==> config.mk <==
export PLATFORM = sky130hd
export DESIGN_NAME = ccd_line_ctrl
export DESIGN_NICKNAME = d
export VERILOG_FILES = /design/src/rtl/ccd_line_ctrl.sv
export SDC_FILE = /design/constraint.sdc
export NUM_CORES = 1
export LEC_CHECK = 0
export ABC_AREA = 1
export CORE_ASPECT_RATIO = 0.75
export CORE_UTILIZATION = 50
export CTS_CLUSTER_DIAMETER = 60
export DETAILED_ROUTE_END_ITERATION = 12
export GPL_TIMING_DRIVEN = 1
export PLACE_DENSITY_LB_ADDON = 0.2
export SKIP_CTS_REPAIR_TIMING = 1
export SYNTH_ARGS = -nofsm -noshare
export SYNTH_HDL_FRONTEND = slang
export SYNTH_SLANG_ARGS = --single-unit
export TNS_END_PERCENT = 5
==> constraint.sdc <==
create_clock -name sys_clk -period 3.27 [get_ports sys_clk]
set_clock_uncertainty 0.05 [all_clocks]
set_input_delay 0.981 -clock sys_clk [delete_from_list [all_inputs] [get_ports sys_clk]]
set_output_delay 0.981 -clock sys_clk [all_outputs]
set_load 0.03 [all_outputs]
==> src/rtl/ccd_line_ctrl.sv <==
// ---------------------------------------------------------------------------
// ccd_line_ctrl
//
// Purpose:
//   Sequences the readout of one CCD line. An accepted line request first
//   raises the transfer gate (tg) so that charge moves into the shift
//   register. An optional idle gap follows. The controller then enables the
//   downstream pixel clock generator and strobes once per active pixel. A
//   single line_done pulse marks the end of the line.
//
// Build option:
//   CCD_DUMMY_PIX_EN - when defined, DUMMY_N dummy pixel periods are clocked
//                      out between the gap and the active readout. The pixel
//                      clock runs during these periods, but there are no
//                      pix_valid strobes.
//
// Parameters:
//   PIX_DIV  - sys_clk cycles per CCD pixel period (2..8)
//   DUMMY_N  - dummy pixel count (only used with CCD_DUMMY_PIX_EN)
//
// Ports:
//   sys_clk     in   system clock, all logic on rising edge
//   rst         in   synchronous active-high reset
//   line_start  in   one-cycle request to read a line
//   pix_num     in   active pixels per line (sampled on accepted request)
//   tg_len      in   transfer-gate width in cycles (sampled on request)
//   gap_len     in   idle cycles between tg fall and readout (sampled)
//   tg          out  transfer-gate pulse
//   ccd_clk_en  out  enable for the downstream pixel clock generator
//   phase       out  pixel phase 0..PIX_DIV-1 while the pixel clock runs
//   pix_valid   out  one-cycle strobe on the last phase of each active pixel
//   pix_idx     out  0-based index of the active pixel being read
//   busy        out  high whenever a line is in progress
//   line_done   out  one-cycle end-of-line pulse
//   overrun     out  sticky flag: a request arrived while busy
// ---------------------------------------------------------------------------
module ccd_line_ctrl #(
    parameter int PIX_DIV = 5,
    parameter int DUMMY_N = 16
) (
    input  logic        sys_clk,
    input  logic        rst,
    input  logic        line_start,
    input  logic [11:0] pix_num,
    input  logic [7:0]  tg_len,
    input  logic [7:0]  gap_len,
    output logic        tg,
    output logic        ccd_clk_en,
    output logic [2:0]  phase,
    output logic        pix_valid,
    output logic [11:0] pix_idx,
    output logic        busy,
    output logic        line_done,
    output logic        overrun
);

    localparam logic [2:0] PHASE_LAST = 3'(PIX_DIV - 1);

    // Reject parameter values that the 3-bit phase counter or the dummy
    // sequencer cannot represent.
    generate
        if (PIX_DIV < 2 || PIX_DIV > 8 || DUMMY_N < 1) begin : g_param_check
            $error("ccd_line_ctrl: PIX_DIV must be 2..8 and DUMMY_N at least 1");
        end
    endgenerate

`ifdef CCD_DUMMY_PIX_EN
    typedef enum logic [2:0] {
        ST_IDLE,
        ST_TG,
        ST_GAP,
        ST_DUMMY,
        ST_READ,
        ST_DONE
    } state_t;

    localparam int DUMMY_W = (DUMMY_N > 1) ? $clog2(DUMMY_N) : 1;
    localparam logic [DUMMY_W-1:0] DUMMY_LAST = DUMMY_W'(DUMMY_N - 1);

    logic [DUMMY_W-1:0] dummy_cnt;
    logic [DUMMY_W-1:0] dummy_cnt_nxt;
`else
    typedef enum logic [2:0] {
        ST_IDLE,
        ST_TG,
        ST_GAP,
        ST_READ,
        ST_DONE
    } state_t;
`endif

    state_t      state;
    state_t      state_nxt;

    // This counter counts down the remaining cycles of the TG or GAP phase.
    // A value of 1 means this cycle is the final cycle of that phase.
    logic [7:0]  len_cnt;
    logic [7:0]  len_cnt_nxt;

    // These registers hold the line parameters latched from the accepted
    // request.
    logic [11:0] pix_num_q;
    logic [11:0] pix_num_nxt;
    logic [7:0]  gap_len_q;
    logic [7:0]  gap_len_nxt;

    logic [2:0]  phase_nxt;
    logic [11:0] pix_idx_nxt;
    logic        overrun_nxt;
    logic        tg_nxt;
    logic        clk_en_nxt;
    logic        pix_valid_nxt;
    logic        busy_nxt;
    logic        line_done_nxt;

    // Set when the TG or GAP phase ends. The code after the case statement
    // then selects the next phase: dummy pixels, readout, or straight to DONE
    // for an empty line.
    logic        post_gap;

    // Next-state and next-output logic. Every output is a register that
    // loads a value derived from the next state. This keeps the outputs
    // aligned with the state and free of glitches.
    always_comb begin
        state_nxt     = state;
        len_cnt_nxt   = len_cnt;
        pix_num_nxt   = pix_num_q;
        gap_len_nxt   = gap_len_q;
        phase_nxt     = 3'd0;
        pix_idx_nxt   = pix_idx;
        overrun_nxt   = overrun;
        post_gap      = 1'b0;
`ifdef CCD_DUMMY_PIX_EN
        dummy_cnt_nxt = dummy_cnt;
`endif

        case (state)
            ST_IDLE: begin
                if (line_start) begin
                    state_nxt   = ST_TG;
                    pix_num_nxt = pix_num;
                    gap_len_nxt = gap_len;
                    // A zero-length gate still produces a one-cycle pulse.
                    len_cnt_nxt = (tg_len == 8'd0) ? 8'd1 : tg_len;
                    pix_idx_nxt = 12'd0;
                end
            end

            ST_TG: begin
                if (len_cnt == 8'd1) begin
                    if (gap_len_q != 8'd0) begin
                        state_nxt   = ST_GAP;
                        len_cnt_nxt = gap_len_q;
                    end else begin
                        post_gap = 1'b1;
                    end
                end else begin
                    len_cnt_nxt = len_cnt - 8'd1;
                end
            end

            ST_GAP: begin
                if (len_cnt == 8'd1) begin
                    post_gap = 1'b1;
                end else begin
                    len_cnt_nxt = len_cnt - 8'd1;
                end
            end

`ifdef CCD_DUMMY_PIX_EN
            ST_DUMMY: begin
                if (phase == PHASE_LAST) begin
                    if (dummy_cnt == DUMMY_LAST) begin
                        state_nxt = ST_READ;
                    end else begin
                        dummy_cnt_nxt = dummy_cnt + 1'b1;
                    end
                end else begin
                    phase_nxt = phase + 3'd1;
                end
            end
`endif

            ST_READ: begin
                if (phase == PHASE_LAST) begin
                    if (pix_idx == pix_num_q - 12'd1) begin
                        state_nxt = ST_DONE;
                    end else begin
                        pix_idx_nxt = pix_idx + 12'd1;
                    end
                end else begin
                    phase_nxt = phase + 3'd1;
                end
            end

            ST_DONE: begin
                state_nxt = ST_IDLE;
            end

            default: begin
                state_nxt = ST_IDLE;
            end
        endcase

        if (post_gap) begin
            if (pix_num_q == 12'd0) begin
                state_nxt = ST_DONE;
            end else begin
`ifdef CCD_DUMMY_PIX_EN
                state_nxt     = ST_DUMMY;
                dummy_cnt_nxt = '0;
`else
                state_nxt     = ST_READ;
`endif
            end
        end

        // The controller ignores any request that arrives outside IDLE. That
        // request only sets the sticky overrun flag. The DONE cycle counts as
        // busy.
        if (line_start && (state != ST_IDLE)) begin
            overrun_nxt = 1'b1;
        end

        tg_nxt        = (state_nxt == ST_TG);
        busy_nxt      = (state_nxt != ST_IDLE);
        line_done_nxt = (state_nxt == ST_DONE);
`ifdef CCD_DUMMY_PIX_EN
        clk_en_nxt    = (state_nxt == ST_READ) || (state_nxt == ST_DUMMY);
`else
        clk_en_nxt    = (state_nxt == ST_READ);
`endif
        pix_valid_nxt = (state_nxt == ST_READ) && (phase_nxt == PHASE_LAST);
    end

    // State and output registers. Reset has priority over everything else,
    // so an in-flight line aborts without a line_done pulse.
    always_ff @(posedge sys_clk) begin
        if (rst) begin
            state      <= ST_IDLE;
            len_cnt    <= 8'd0;
            pix_num_q  <= 12'd0;
            gap_len_q  <= 8'd0;
            phase      <= 3'd0;
            pix_idx    <= 12'd0;
            overrun    <= 1'b0;
            tg         <= 1'b0;
            ccd_clk_en <= 1'b0;
            pix_valid  <= 1'b0;
            busy       <= 1'b0;
            line_done  <= 1'b0;
`ifdef CCD_DUMMY_PIX_EN
            dummy_cnt  <= '0;
`endif
        end else begin
            state      <= state_nxt;
            len_cnt    <= len_cnt_nxt;
            pix_num_q  <= pix_num_nxt;
            gap_len_q  <= gap_len_nxt;
            phase      <= phase_nxt;
            pix_idx    <= pix_idx_nxt;
            overrun    <= overrun_nxt;
            tg         <= tg_nxt;
            ccd_clk_en <= clk_en_nxt;
            pix_valid  <= pix_valid_nxt;
            busy       <= busy_nxt;
            line_done  <= line_done_nxt;
`ifdef CCD_DUMMY_PIX_EN
            dummy_cnt  <= dummy_cnt_nxt;
`endif
        end
    end

endmodule

* Word-level counts from Yosys, hierarchy flattened *
Index checks and enable logic that the tools add are counted.
Widths: inputs -> output; s select.

cells by class
  reduce and logical (&&, ||, !) cells = 13
  multiplexer cells = 24
  equality and inequality tests = 15
  add/subtract/negate cells = 4

operators with widths
  cell                   number
  $mux 8                 5
  $mux 12                3
  $mux 3                 9
  $pmux 12 s2            1
  $pmux 8 s3             1
  $add 12x1->12 const B  1
  $eq 12x12->1           1
  $logic_not 12->1       1
  $pmux 3 s4             1
  $sub 12x1->12 const B  1
  $eq 3x2->1 const B     3
  $eq 3x3->1 const B     3
  $reduce_bool 3->1      3
  $eq 8x1->1 const B     1
  $logic_not 8->1        1
  $ne 2x2->1 const B     4
  $reduce_and 4->1       2
  $reduce_bool 8->1      1
  $sub 8x1->8 const B    1
  $eq 3x1->1 const B     2
  $add 3x1->3 const B    1
  $logic_not 3->1        1
  $mux 1                 3
  $ne 3x3->1 const B     1
  4 further kinds        5

storage, ports and cells
  flip-flop bits (word level) = 52
  output and inout port bits = 21
  word-level logic and storage cells = 68
  input bits = 31

* Logic depth before layout (Yosys ltp) *
  word-level depth = 8
  depth in mapped cells = 20
  depth with buffers taken out = 19

* Worst setup path before layout *
OpenSTA, ideal clock, no wires.

  path kind = input-to-reg
  start = input line_start
  end = register pix_idx[6]
  data required time = 3.149 ns
  setup slack = 1.261 ns
  setup time = 0.071 ns
  data arrival time = 1.888 ns
  buffers on the path = 2
  stages on the path = 7
  path through = inv_1 -> nor2_1 -> inv_1 -> clkbuf_1 -> clkbuf_1 -> nand3_1 -> a21oi_1

on the way
  cells in the longest elaborated chain, start to end = 2

RTL lines
  element                            line  source
  start, declared                    43    input logic line_start,
  $ne 2x2->1 (no source line)        -
  $reduce_and 4->1 (no source line)  -
  end signal, assigned               261   pix_idx <= pix_idx_nxt;
  end, declared                      51    output logic [11:0] pix_idx,

No other way between the ends.
A chain may end at the register's enable or synchronous reset.

* Final worst setup path *
  start = register pix_idx[6]
  end = output pix_idx[6]

No word-level cell between the ends.

==> results.sh <==
export IMPL_outcome="completed"
export IMPL_grt_max_degree=40
export IMPL_ys_seq_elements=52
export IMPL_wl_per_cell_um=13.5
export IMPL_clock_sinks=52
export IMPL_yosysSeqAreaShare_pct=35.0
export IMPL_crit_buf_inv=1
export IMPL_syn_area_um2=2970
export IMPL_cts_htree_levels=2
export IMPL_viasPerCell=5.27
export IMPL_min_path_type="flip-flop to flip-flop"
export IMPL_synth_top_area_share_pct=35.0
export IMPL_rsz0062_at_grt="no"
export IMPL_leakage_uw=0.00154
export IMPL_period_share_pct=79.5
export IMPL_yosys_top_cells_count="nand2_1, inv_1, dfxtp_1"
export IMPL_antenna_found_initial=0
export IMPL_cp_arrival_ps=1570
export IMPL_met1_usage_pct=37.2
export IMPL_synth_cell_types=37
export IMPL_design_die_area_um2=6260
export IMPL_cp_top_family="buffers and inverters"
export IMPL_boundaryPins=52
export IMPL_root_buffer="clkbuf_8"
export IMPL_globalRouteOverflowTotal=0
export IMPL_yosysTopAreaCell="dfxtp_1"
export IMPL_max_vdd_ir_drop_v=0.000222
export IMPL_drcViolationCount=0
export IMPL_critPathKind="flip-flop to primary output"
export IMPL_clock_fmax_ghz=0.384
export IMPL_cts_buffers=5
export IMPL_core_region_area_um2=5530
export IMPL_p_per_area_nw_per_um2=474
export IMPL_critical_path_cell_chain="clkdlybuf4s50_1"
export IMPL_postRouteAntennaNets=0
export IMPL_multi_input_area_um2=1640
export IMPL_fp_dieW_um=91.0
export IMPL_timing_hold_ws_ps=436
export IMPL_ys_warn_count=0
export IMPL_grt_usage_pct=26.3
export IMPL_drive_above_1_share_pct=7.03
export IMPL_total_power_uw=1740
export IMPL_vias=3022
export IMPL_synthFlopType="dfxtp_1"
export IMPL_grt_util_met3_pct=4.39
export IMPL_syn_to_final_growth_pct=23.2
export IMPL_async_reset_ff_share_pct=0
export IMPL_worstPathRequired_ps=2240
export IMPL_yosysMostFrequentCell="nand2_1"
export IMPL_path_max_fanout=8
export IMPL_min_period_ps=2600
export IMPL_tightest_slew_ps=593
export IMPL_drt_first_pass_iters=5
export IMPL_clk_pin_slew_ps=100
export IMPL_slowest_delay_ps=740
export IMPL_setup_viol=0
export IMPL_grt_pass1_wl_um=13000
export IMPL_place_congestion=0.899
export IMPL_grt_pass1_vias=2870
export IMPL_grt_use_met2_pct=41.1
export IMPL_cts_tree="built"
export IMPL_clock_latency_ps=310
export IMPL_drtIter0Drc=247
export IMPL_io_buffers=51
export IMPL_ys_top_cells_by_area="dfxtp_1, nand2_1, a21oi_1"
export IMPL_syn_nets=485
export IMPL_finalWirelength_um=7730
export IMPL_maxSlewViolCount=0
export IMPL_nFillCells=530
export IMPL_grt_busiest_layer="met2"
export IMPL_die_y_um=68.8
export IMPL_start_kind="flip-flop"
export IMPL_start_util_pct=53.8
export IMPL_rows=23
export IMPL_hold_viol=0
export IMPL_clk_path_buf_depth=2
export IMPL_endpoint_kind="primary output"
export IMPL_n_antenna_cell=0
export IMPL_synth_cells=448
export IMPL_slowest_stage="clkdlybuf4s50_1"
export IMPL_hpwl_um=5730
export IMPL_cap_violations=0
export IMPL_nets=534
export IMPL_tns_ps=0
export IMPL_slew_headroom_pct=60.1
export IMPL_syn_avg_cell_area_um2=6.64
export IMPL_register_area_um2=1040
export IMPL_synth_edf_count=0
[kinds of logic after synthesis]
logic type / Yosys count / synth area share, %
and+or+nand+nor: 203 / 30.4
AOI/OAI and AO/OA: 96 / 17.3
buffers and inverters: 74 / 9.76
DFF: 52 / 35.0
xor gates and xnor gates: 17 / 5.01
adders and majority gates: 6 / 2.53
[flip-flops by register name, indices dropped and copies added, names as in the netlist, 3 cells and up]
| name | count |
|---|---|
| pix_idx | 12 |
| gap_len_q | 8 |
| phase | 3 |
| state | 3 |
| len_cnt | 8 |
| pix_num_q | 12 |
[routing by layer]
layer  wire length, um  vias up
li1                  -     1555
met1              4000     1351
met3               512       11
met4                99        0
met5                 0        -
met2              3120      105
[stage by stage]
stage | instance area [um^2] | std cells | setup slack [ps] | utilization, %
final | 3660 | 573 | 669 | 66.3
after global routing | 3660 | 573 | 589 | 66.3
after CTS | 3660 | 573 | 664 | 66.3
after detailed placement | 3540 | 565 | 582 | 64.1
after global placement | 3540 | 565 | 534 | 64.1
after floorplan | 2970 | 448 | 1260 | -
[cell usage in the layout, fill, tap and decap left out, types with 3 or more instances in the layout]
cell type,netlist,layout
nand2_1,95,95
inv_1,53,53
dfxtp_1,52,52
clkdlybuf4s50_1,0,51
nor2_1,44,44
a21oi_1,41,41
o21ai_0,40,40
nand3_1,26,26
xor2_1,12,12
nor3_1,12,12
inv_2,9,9
ha_1,6,6
clkbuf_8,0,6
xnor2_1,5,5
nand2_2,5,5
nor2_2,4,4
o21ai_1,3,3
nand4_1,3,3
a31oi_1,3,3
nor4_1,3,3
buf_4,1,3
[final cells by class]
class | instances | area share, %
clock inverters | 2 | 1.06
repair buffers | 54 | 14.5
inverters | 62 | 6.35
multi-input cells | 322 | 44.8
well taps | 75 | 2.56
flip-flops and latches | 52 | 28.4
clock buffers | 6 | 2.25
[power by group]
group,switching (uW),internal (uW)
Sequential,51.9,692
Clock,222,251
Combinational,322,199
Total,596,1140
[tightest hold or removal path: stages, from the launching register on]
cell and delay (ps):
dfxtp_1 320, inv_1 60, a21oi_1 60
[final timing paths]
| check | from | end | slack (ps) | depth (start not counted) |
|---|---|---|---|---|
| max | pix_idx[6] | pix_idx[6] | 670 | 1 |
| min | gap_len_q[3] | gap_len_q[3] | 440 | 2 |
| max reg2reg | pix_num_q[1] | pix_idx[3] | 910 | 16 |
| min reg2reg | gap_len_q[3] | gap_len_q[3] | 440 | 2 |
Note: power is estimated with default switching activity, not from simulation.
